[src/rtl/router_fsm.sv]
// Router input-stage packet sequencer; registered Moore strobes, header decode to LFD in one cycle.
// Backpressure: stalls in WTE/FFS on busy or full destination FIFO; busy asks the port to hold its byte.
module router_fsm #(
  parameter int NUM_PORTS = 3
) (
  input  logic                 clock,
  input  logic                 reset,
  input  logic                 pkt_valid,
  input  logic [1:0]           data_in,
  input  logic                 fifo_full,
  input  logic [NUM_PORTS-1:0] fifo_empty,
  input  logic [NUM_PORTS-1:0] soft_reset,
  input  logic                 parity_done,
  input  logic                 low_pkt_valid,
  output logic                 detect_add,
  output logic                 lfd_state,
  output logic                 ld_state,
  output logic                 full_state,
  output logic                 laf_state,
  output logic                 rst_int_reg,
  output logic                 write_enb_reg,
  output logic [NUM_PORTS-1:0] write_enb,
  output logic                 busy
);

  typedef enum logic [2:0] {
    S_DA, S_LFD, S_LD, S_FFS, S_LAF, S_LP, S_CPE, S_WTE
  } state_t;

  localparam logic [2:0] NP = 3'(NUM_PORTS);

  state_t               state_q, state_d;
  logic   [1:0]         addr_q, addr_d;
  logic                 hdr_ok, hdr_empty, sel_empty, sel_soft, wer_d;
  logic [NUM_PORTS-1:0] we_d;

  always_comb begin
    hdr_ok    = ({1'b0, data_in} < NP);
    hdr_empty = 1'b0;
    sel_empty = 1'b0;
    sel_soft  = 1'b0;
    for (int i = 0; i < NUM_PORTS; i++) begin
      if (data_in == 2'(i)) hdr_empty = fifo_empty[i];
      if (addr_q == 2'(i)) begin
        sel_empty = fifo_empty[i];
        sel_soft  = soft_reset[i];
      end
    end
  end

  always_comb begin
    state_d = state_q;
    addr_d  = addr_q;
    if (state_q != S_DA && sel_soft) begin
      state_d = S_DA;
    end else begin
      case (state_q)
        S_DA: begin
          if (pkt_valid && hdr_ok) begin
            addr_d  = data_in;
            state_d = hdr_empty ? S_LFD : S_WTE;
          end
        end
        S_WTE:   if (sel_empty) state_d = S_LFD;
        S_LFD:   state_d = S_LD;
        S_LD: begin
          if (fifo_full)       state_d = S_FFS;
          else if (!pkt_valid) state_d = S_LP;
        end
        S_FFS:   if (!fifo_full) state_d = S_LAF;
        S_LAF: begin
          if (parity_done)        state_d = S_DA;
          else if (low_pkt_valid) state_d = S_LP;
          else                    state_d = S_LD;
        end
        S_LP:    state_d = S_CPE;
        S_CPE:   state_d = fifo_full ? S_FFS : S_DA;
        default: state_d = S_DA;
      endcase
    end
  end

  // Strobes are decoded from the next state so they leave the flops aligned with state_q.
  always_comb begin
    wer_d = (state_d == S_LD) || (state_d == S_LAF) || (state_d == S_LP);
    we_d  = '0;
    for (int i = 0; i < NUM_PORTS; i++) begin
      we_d[i] = wer_d && (addr_d == 2'(i));
    end
  end

  always_ff @(posedge clock or posedge reset) begin
    if (reset) begin
      state_q       <= S_DA;
      addr_q        <= 2'd0;
      detect_add    <= 1'b1;
      lfd_state     <= 1'b0;
      ld_state      <= 1'b0;
      full_state    <= 1'b0;
      laf_state     <= 1'b0;
      rst_int_reg   <= 1'b0;
      write_enb_reg <= 1'b0;
      write_enb     <= '0;
      busy          <= 1'b0;
    end else begin
      state_q       <= state_d;
      addr_q        <= addr_d;
      detect_add    <= (state_d == S_DA);
      lfd_state     <= (state_d == S_LFD);
      ld_state      <= (state_d == S_LD);
      full_state    <= (state_d == S_FFS);
      laf_state     <= (state_d == S_LAF);
      rst_int_reg   <= (state_d == S_CPE);
      write_enb_reg <= wer_d;
      write_enb     <= we_d;
      busy          <= !((state_d == S_DA) || (state_d == S_LD));
    end
  end

endmodule
[config.mk]
export PLATFORM = sky130hd
export DESIGN_NAME = router_fsm
export DESIGN_NICKNAME = d
export VERILOG_FILES = /design/src/rtl/router_fsm.sv
export SDC_FILE = /design/constraint.sdc
export NUM_CORES = 1
export LEC_CHECK = 0
export CELL_PAD_IN_SITES_DETAIL_PLACEMENT = 1
export CELL_PAD_IN_SITES_GLOBAL_PLACEMENT = 1
export CORE_UTILIZATION = 33
export DETAILED_ROUTE_END_ITERATION = 10
export GPL_TIMING_DRIVEN = 0
export PLACE_DENSITY = 0.82
export SLEW_MARGIN = 20
export SYNTH_ARGS = -nofsm -noshare
export SYNTH_HDL_FRONTEND = slang
export SYNTH_SLANG_ARGS = --single-unit
export TNS_END_PERCENT = 1
[constraint.sdc]
create_clock -name clock -period 2.4 [get_ports clock]
set_clock_uncertainty 0.2 [all_clocks]
set_input_delay 0.36 -clock clock [delete_from_list [all_inputs] [get_ports clock]]
set_output_delay 0.36 -clock clock [all_outputs]
set_load 0.05 [all_outputs]
==> results of run 1 <==
per-layer routing:
| metal | vias to the layer above | share of wire | global-route usage |
|---|---|---|---|
| met5 | - | 0 | 0 |
| met4 | 0 | 0.020 | 0.09459 |
| met3 | 4 | 0.042 | 0.01754 |
| met2 | 17 | 0.46 | 0.2489 |
| met1 | 338 | 0.48 | 0.2138 |
| li1 | 354 | - | - |
stage by stage:
step | power, mW | cells | util
2_1_floorplan | 1.156 | 83 | -
3_3_place_gp | 1.405 | 135 | 0.4799
3_5_place_dp | 1.433 | 135 | 0.4799
4_1_cts | 1.614 | 139 | 0.4959
5_1_grt | 1.709 | 139 | 0.4959
6_report | 1.592 | 139 | 0.4959
area by class of cell:
| type | count | area (um^2) | area share |
|---|---|---|---|
| tap | 28 | 35.03 | 0.03104 |
| inverter | 5 | 25.02 | 0.02217 |
| sequential | 16 | 401.6 | 0.3559 |
| timing repair buffer | 24 | 240.2 | 0.2129 |
| multi-input combinational | 59 | 375.4 | 0.3326 |
| clock buffer | 4 | 36.28 | 0.03215 |
| buffer | 3 | 15.01 | 0.01330 |
power breakdown:
part	total [mW]	switching, mW	internal (mW)
Sequential	0.441	0.0555	0.386
Clock	0.174	0.0820	0.0924
Combinational	0.976	0.631	0.345
critical path, delay by kind of cell:
kind | cells | cell delay (ns)
AO/OA/AOI/OAI | 2 | 0.47
multiplexers | 1 | 0.35
buffers and inverters | 2 | 0.64
AND/OR/NAND/NOR | 3 | 0.39
layout by cell type, fill, tap and decap left out, drive strengths merged, types with 3 or more instances in the layout:
cell type and n:
clkbuf 4, nor2 10, dfrtp 15, buf 3, nor2b 3, a21oi 7
nand2 5, nand3 3, inv 3, clkdlybuf4s50 24, nor3 7, o21ai 5
cell usage after synthesis (2+ instances only):
cell type  count
nor2b_1        3
buf_2          3
nand2_1        5
nor3_1         7
dfrtp_1       15
nor2_1         9
a21oi_1        6
nand3_1        3
o21ai_0        5
inv_1          3
nand2b_1       2
o22ai_1        2
o31ai_1        2
kinds of logic (layout without fill, tap and decap cells):
group,count (synthesis),count (layout),share of synthesized area
multiplexers,3,3,0.04440
AND/OR/NAND/NOR,34,34,0.2144
buffers and inverters,8,36,0.04899
AO/OA/AOI/OAI,22,22,0.2006
flip-flops,16,16,0.4916
worst max path at each step:
stage | slack (ns) | endpoint | cells past startpoint | from
3_5_place_dp | -0.14 | write_enb[1] | 8 | data_in[0]
3_3_place_gp | -0.13 | write_enb[1] | 8 | data_in[0]
2_1_floorplan | 0.50 | write_enb[1] | 7 | addr_q[0]
5_1_grt | 0.09 | write_enb_reg | 7 | state_q[0]
6_report | 0.18 | write_enb[1] | 8 | data_in[0]
4_1_cts | 0.16 | write_enb[1] | 8 | data_in[0]
==> key figures, run 1 <==
Timing
  – Final setup margin: 0.1795 ns
  – Relative slew margins: 0.6335
  – Min cycle time layout: between 2 and 2.5 ns
  – Worst-margin pin slew: about 0.55 ns
  – Fmax: 450.3 MHz
  – Final max-slew violation count: 0
  – Setup TNS: 0 ns
  – Final Hold Viols: 0
  – WHS: 0.2188 ns
  – Crit share post-route: 0.9252
  – Final setup vio count: 0
  – RSZ-0062 raised after global routing: false

Setup path
  – CP endpoint kind: register
  – Cell count of the worst reg-to-reg path: 7
  – Data arrival, critical path: 2.21 ns
  – CP max stage delay: 0.54 ns
  – Critical Path Start Type: input port
  – R2R Path Start: state_q[2]
  – R2R Path End: write_enb[1]
  – Max FO, Critical Path: 6
  – Reg2reg setup slack: around 0.26 ns
  – CP required: 2.39 ns
  – Max stage delay cell, worst path: clkdlybuf4s50_1
  – CP Cell Sequence: clkdlybuf4s50_1 -> mux2_2 -> o22ai_1 -> nand3_1 -> a41o_2 -> clkinv_2 -> nor2_2 -> nor4_2
  – Critical path class: in -> reg

Route
  – Final ANT Viol Nets: 0
  – Final WL: 1831 um
  – # DRC: 0
  – Initial DRT Pass Iterations: 4
  – DR WL/cell: 13.17 um
  – Vias/cell: 5.129
  – 1st-iter DRT viols: 9
  – Via count: 713

Clock network
  – Root Buffer: clkbuf_4
  – Hold Buf Count CTS: 0
  – CTS HTree Levels: 1
  – Clk pin slew, worst setup/hold paths: 0.09 ns
  – Deepest clock path buffer count: 2
  – Post_cts resized: 0
  – # clock sinks: 16
  – Clk_lat worst skew: 0.29 ns
  – CTS Buf Count: 3
  – CTS tree: built
  – Number of setup buffers added after CTS: 0

Placed design
  – Dpl cell area: 1092 um^2
  – Pre-CTS setup slack: -0.1392 ns
  – Port buffer count: 24
  – GP Congestion: between 0.7 and 0.8
  – Final HPWL DP: 1439 um

Finish
  – Fin area: about 1100 um^2
  – Nets@finish: ~130
  – Max reg flops: 4
  – Antenna Cells: 0
  – Filler instances: 258
  – Layout cells sized above 1: 0.1712
  – Synthesis-to-finish area growth: 38.13%

Floorplan
  – Top Ports: 25
  – Die Y: just over 50 um
  – DIE AREA: about 2700 um^2
  – Die X: 51.76 um
  – Core Area: 2276 um^2
  – Starting Density: 0.3590
  – Std cell rows: 17

Pwr
  – Leak pwr: 0.4936 nW
  – Max IR drop VDD: 738.0 uV
  – Power Density: about 1400 nW/um^2

Global routing
  – First-pass GRT wire length: 3091 um
  – Gr usage total: 0.1600
  – Number of global-route vias before repair: 712
  – Initial antenna violation count: 0
  – Congestion Overflow GR: 0
  – Largest net degree at the start of global routing: 17

Synthesis
  – Ys flop type: dfrtp_1
  – Ys Warns: 0
  – Yosys top cell by area: dfrtp_1
  – Netlist Area Pre-Place: between 800 and 900 um^2
  – Post-synthesis cell type count: 31
  – Syn Area/Cell: 9.844 um^2
  – Mapped Nets: 97
  – Syn Inst Count: 83
  – #FFs+latches synth: 16
  – Synth top area share: 0.4594
  – Post-synth EDFFs: 0
  – Async set-reset flop share out of synthesis: 1.000
  – Sequential area share after synthesis: 0.4916
  – Ranking of synthesized cells by area: dfrtp_1 (46%), nor3_1 (4.3%), nor2_1 (4.1%)

Run
  – # Max-Cap Violations: 0

Outcome
  – Status: finished, final reports clean

Min path
  – Worst hold path type: in -> async
(Power assumes the default switching activity.)
==> run 2, diff against run 1 <==
--- a/config.mk
+++ b/config.mk
@@ -11,7 +11,6 @@
 export DETAILED_ROUTE_END_ITERATION = 10
 export GPL_TIMING_DRIVEN = 0
 export PLACE_DENSITY = 0.82
-export SLEW_MARGIN = 20
 export SYNTH_ARGS = -nofsm -noshare
 export SYNTH_HDL_FRONTEND = slang
 export SYNTH_SLANG_ARGS = --single-unit
==> results of run 2 <==
No change in the layout: final DEF, timing and power equal those of run 1.
